<file path="config.mk">
export PLATFORM = sky130hd
export DESIGN_NAME = u41_denorm
export DESIGN_NICKNAME = d
export VERILOG_FILES = /design/src/rtl/u41_denorm.sv
export SDC_FILE = /design/constraint.sdc
export NUM_CORES = 1
export LEC_CHECK = 0
export BUFFER_PORTS_ARGS = -buffer_cell sky130_fd_sc_hd__buf_2
export CAP_MARGIN = 20
export CORE_MARGIN = 10
export CORE_UTILIZATION = 58
export CTS_BUF_LIST = sky130_fd_sc_hd__clkbuf_4 sky130_fd_sc_hd__clkbuf_8 sky130_fd_sc_hd__clkbuf_16
export DETAILED_ROUTE_END_ITERATION = 8
export HOLD_SLACK_MARGIN = 0.12
export PLACE_DENSITY_LB_ADDON = 0.08
export SYNTH_ARGS = -nofsm -noshare
export SYNTH_HDL_FRONTEND = slang
export SYNTH_SLANG_ARGS = --single-unit
</file>
<file path="constraint.sdc">
create_clock -name clk -period 3.5 [get_ports clk]
set_input_delay 1.05 -clock clk [delete_from_list [all_inputs] [get_ports clk]]
set_output_delay 1.05 -clock clk [all_outputs]
set_load 0.02 [all_outputs]
</file>
<file path="src/rtl/u41_denorm.sv">
// -----------------------------------------------------------------------------
// u41_denorm
//
// Purpose:
//   Rebuilds an original 4-input truth table from a normalized one and the
//   input permutation that produced it. The request is captured on accept.
//   One entry is rebuilt per cycle over 16 BUSY cycles, and the result is
//   held until the consumer takes it.
//   Entry m of the result is
//       func[15-m] = norm[15-n],  bit j of n = bit (perm field j) of m
//   where perm field j is perm[7-2j:6-2j].
//   A perm whose fields are not all distinct is not a permutation. It skips
//   BUSY and goes straight to DONE with func = 0 and perm_err = 1.
//
// Handshake (both sides):
//   A transfer happens on a rising edge where valid && ready are both high.
//   The producer holds valid and its data until that edge. The receiver may
//   raise or drop ready at will. in_ready is high only in IDLE and never
//   while rst is high. out_valid is high exactly while the result sits in
//   DONE. func and perm_err do not change while out_valid is high.
//
// Ports:
//   clk          in   1   rising-edge clock
//   rst          in   1   synchronous active-high reset
//   in_valid     in   1   request valid
//   in_ready     out  1   block is idle and can accept a request
//   norm         in   16  normalized truth table, entry n at bit 15-n
//   perm         in   8   four 2-bit permutation fields
//   out_valid    out  1   func/perm_err hold a finished result
//   out_ready    in   1   consumer takes the result
//   func         out  16  rebuilt truth table, entry m at bit 15-m
//   perm_err     out  1   captured perm was not a permutation
//   o_dbg_state  out  2   FSM state (0 IDLE, 1 BUSY, 2 DONE) for observation
// -----------------------------------------------------------------------------
module u41_denorm (
    input  logic        clk,
    input  logic        rst,
    input  logic        in_valid,
    output logic        in_ready,
    input  logic [15:0] norm,
    input  logic [7:0]  perm,
    output logic        out_valid,
    input  logic        out_ready,
    output logic [15:0] func,
    output logic        perm_err,
    output logic [1:0]  o_dbg_state
);

    typedef enum logic [1:0] {
        ST_IDLE = 2'd0,
        ST_BUSY = 2'd1,
        ST_DONE = 2'd2
    } state_t;

    state_t      r_state;
    logic [15:0] r_norm;
    logic [7:0]  r_perm;
    logic [3:0]  r_m;
    logic [15:0] r_func;
    logic        r_perm_err;

    logic        w_perm_ok;
    logic [3:0]  w_n;
    logic [3:0]  w_norm_idx;
    logic [3:0]  w_func_idx;
    logic        w_bit;

    // Four 2-bit fields form a permutation exactly when no two are equal.
    assign w_perm_ok = (perm[7:6] != perm[5:4]) && (perm[7:6] != perm[3:2]) &&
                       (perm[7:6] != perm[1:0]) && (perm[5:4] != perm[3:2]) &&
                       (perm[5:4] != perm[1:0]) && (perm[3:2] != perm[1:0]);

    // Source index n for the current output entry m. Bit j of n is taken
    // from the bit of m that field j selects.
    assign w_n[0] = r_m[r_perm[7:6]];
    assign w_n[1] = r_m[r_perm[5:4]];
    assign w_n[2] = r_m[r_perm[3:2]];
    assign w_n[3] = r_m[r_perm[1:0]];

    // Entries are stored MSB-first, so entry k lives at bit 15-k.
    assign w_norm_idx = 4'd15 - w_n;
    assign w_func_idx = 4'd15 - r_m;
    assign w_bit      = r_norm[w_norm_idx];

    always_ff @(posedge clk) begin
        if (rst) begin
            r_state    <= ST_IDLE;
            r_norm     <= 16'h0000;
            r_perm     <= 8'h00;
            r_m        <= 4'd0;
            r_func     <= 16'h0000;
            r_perm_err <= 1'b0;
        end else begin
            case (r_state)
                ST_IDLE: begin
                    if (in_valid) begin
                        r_norm <= norm;
                        r_perm <= perm;
                        r_func <= 16'h0000;
                        r_m    <= 4'd0;
                        if (w_perm_ok) begin
                            r_perm_err <= 1'b0;
                            r_state    <= ST_BUSY;
                        end else begin
                            r_perm_err <= 1'b1;
                            r_state    <= ST_DONE;
                        end
                    end
                end
                ST_BUSY: begin
                    r_func[w_func_idx] <= w_bit;
                    r_m                <= r_m + 4'd1;   // wraps to 0 after entry 15
                    if (r_m == 4'd15) begin
                        r_state <= ST_DONE;
                    end
                end
                ST_DONE: begin
                    // func/perm_err keep their values into IDLE until the next accept.
                    if (out_ready) begin
                        r_state <= ST_IDLE;
                    end
                end
                default: begin
                    r_state <= ST_IDLE;
                end
            endcase
        end
    end

    assign in_ready    = (r_state == ST_IDLE) && !rst;
    assign out_valid   = (r_state == ST_DONE);
    assign func        = r_func;
    assign perm_err    = r_perm_err;
    assign o_dbg_state = r_state;

endmodule

</file>
==> impl_metrics.yaml <==
outcome:
  outcome: "finished clean"
pwr:
  powerDensity_nw_per_um2: 446
  seqPwrFrac: 0.494
  switching_power_w: 0.000311
  clkPwrFrac: 0.361
  swShare: 0.266
  leakage_nw: 1.04
  p_int_w: 0.000858
  comb_power_share: 0.145
  finalPower_w: 0.00117
  ir_drop_uv: 253
clock_tree:
  numCtsBuffers: 5
  cts-htree-levels: 2
  cts_tree: "done"
  clk_pin_slew_ns: 0.09
  cts.sinks: 47
  clk_path_buf_depth: 2
  clockRootBuffer: "clkbuf_8"
  clock_latency_ns: 0.31
  cts_resized: 0
  hold_buffers: 0
  cts_setup_buffers: 0
timing:
  finalCritPeriodShare: 0.722
  slew_headroom: 0.539
  setup_violations: 0
  tightest_slew_ns: 0.689
  clock.fmax_mhz: 396
  slew_violations: 0
  grt_setup_unrepaired: "no"
  min_period_ns: 2.53
  hold_viol: 0
  fin_setup_tns_ns: 0
  fin_skew_ns: 0.00734
placement:
  gp_congestion: 0.865
  port_buffers: 48
  dp_hpwl_mm: 3.73
final_layout:
  n_antenna_cell: 0
  fillers: 312
  fin_nets: 340
  final_common_cell: "nand2_1"
  drive_gt1_frac: 0.220
  syn2layout_area_growth_pct: 15.8
  final_cell_mix: "55 x nand2_1, 48 x buf_2, 47 x dfxtp_1, 26 x a21oi_1, 21 x nand3_1"
routing:
  drc: 0
  ant_nets: 0
  routedWlPerCell_um: 14.8
  vias: 2041
  wl_mm: 5.27
  initialDrtViolationCount: 234
  vias_per_cell: 5.72
  first_pass_iters: 4
hold_path:
  hold_depth: 2
  hp-class: "reg2reg"
  hold_end: "r_norm[11]"
  hp-start: "r_norm[11]"
worst_setup_path:
  rrSetupSlack_ns: 1.30
  startpoint_type: "input port"
  required_ns: 2.45
  critPathMaxFanout: 2
  path_class: "in2out"
  endpoint_kind: "primary output"
  r2r-start: "r_m[2]"
  worstPathArrival_ns: 1.48
  reg2reg_to: "func[3]"
  reg2reg_depth: 6
floorplanning:
  rows: 22
  initial_core_util: 0.609
  io_pins: 49
  dieArea_um2: 6800
  die_w_um: 82.5
  die_y_um: 82.5
  coreArea_um2: 3720
synth:
  synth_top_area_share: 0.415
  syn_area_um2: 2260
  synth.avg_cell_area_um2: 8.51
  yosysTopAreaCell: "dfxtp_1"
  synth_cell_types: 32
  yosys_warnings: 0
  synth_seq_cells: 47
  seq_area_frac_synth: 0.415
  synth_area_leaders: "dfxtp_1 42%, nand2_1 9.1%, a21oi_1 5.7%"
  syn-num-nets: 298
  synth_cells: 266
job:
  drv_cap: 0
global_routing:
  grt_max_degree: 38
  grt_usage: 0.157
  grt_pass1_vias: 1926
  grt_first_pass_wirelength_mm: 8.68
  grt_overflow_total: 0
  antenna_found_initial: 0
==> cells in the mapped netlist <==
master,number
nor3b_1,1
nand2_1,55
o31ai_2,1
nand4_1,1
o31ai_1,11
a22oi_1,3
o22ai_1,8
mux2_2,1
buf_6,2
o311ai_0,4
a21oi_1,26
o21ai_0,4
nor2_1,10
inv_1,4
xor2_1,12
nand2b_1,4
mux2i_1,11
ha_1,4
mux4_2,4
nor3_1,5
o21ai_1,1
nor2b_1,4
buf_8,1
nand3_1,21
or2_2,1
a211oi_1,2
dfxtp_1,47
a21o_4,1
o21bai_1,1
clkbuf_1,14
and2_1,1
or3_1,1
==> registers in the layout (all words and copies together) (netlist names) <==
| register | count |
|---|---|
| func | 16 |
| r_m | 4 |
| perm_err | 1 |
| r_perm | 8 |
| r_norm | 16 |
| o_dbg_state | 2 |
==> stage by stage <==
step           instance area, µm²   util  hold slack (ns)  cells  worst slack (ns)
2_1_floorplan                2260      -            0.436    266             0.564
3_3_place_gp                 2500  0.674            0.441    349             0.982
3_5_place_dp                 2500  0.674            0.447    349             0.967
4_1_cts                      2620  0.706            0.460    357             0.961
5_1_grt                      2620  0.706            0.480    357             0.899
6_report                     2620  0.706            0.459    357             0.975
==> worst max path at each step <==
| stage | from | end | slack (ns) | cells after the start |
|---|---|---|---|---|
| finish | rst | in_ready | 0.97 | 3 |
| global route | rst | in_ready | 0.90 | 3 |
| CTS | rst | in_ready | 0.96 | 3 |
| detailed placement | rst | in_ready | 0.97 | 3 |
| global placement | rst | in_ready | 0.98 | 3 |
| floorplan | rst | in_ready | 0.56 | 3 |
==> final cells by class <==
cell class,instances,area [µm²],share of cell area
clock buffers,6,82.6,0.0315
clock inverters,2,35.0,0.0134
inverters,4,15.0,0.00573
multi-input cells,198,1220,0.465
flip-flops and latches,47,941,0.359
well taps,48,60.1,0.0229
repair buffers,52,270,0.103
==> routing by layer <==
layer / track usage / part of all wire / vias to the layer above
met5: 0 / 0 / -
met2: 0.243 / 0.45 / 57
met1: 0.204 / 0.46 / 954
li1: - / - / 1023
met4: 0.0680 / 0.010 / 0
met3: 0.0378 / 0.072 / 7
==> critical path: stages <==
cell,delay [ns]
buf_2,0.11
nor3_1,0.13
buf_2,0.19
==> power groups by stage <==
stage	sequential, W	clock, W	combinational (W)
floorplan	0.000591	0	0.000120
global placement	0.000589	0	0.000166
detailed placement	0.000590	0	0.000170
CTS	0.000577	0.000421	0.000171
global route	0.000581	0.000441	0.000191
finish	0.000578	0.000422	0.000170
==> cells by family after synthesis <==
family | count (synthesis) | share of synthesized area
adder cells (fa/ha/maj) | 4 | 0.0221
flip-flops | 47 | 0.415
XOR/XNOR | 12 | 0.0464
AND/OR/NAND/NOR | 104 | 0.202
multiplexers | 16 | 0.0934
AO/OA/AOI/OAI | 62 | 0.175
buffers and inverters | 21 | 0.0464
Note: power is estimated with default switching activity, not from simulation.
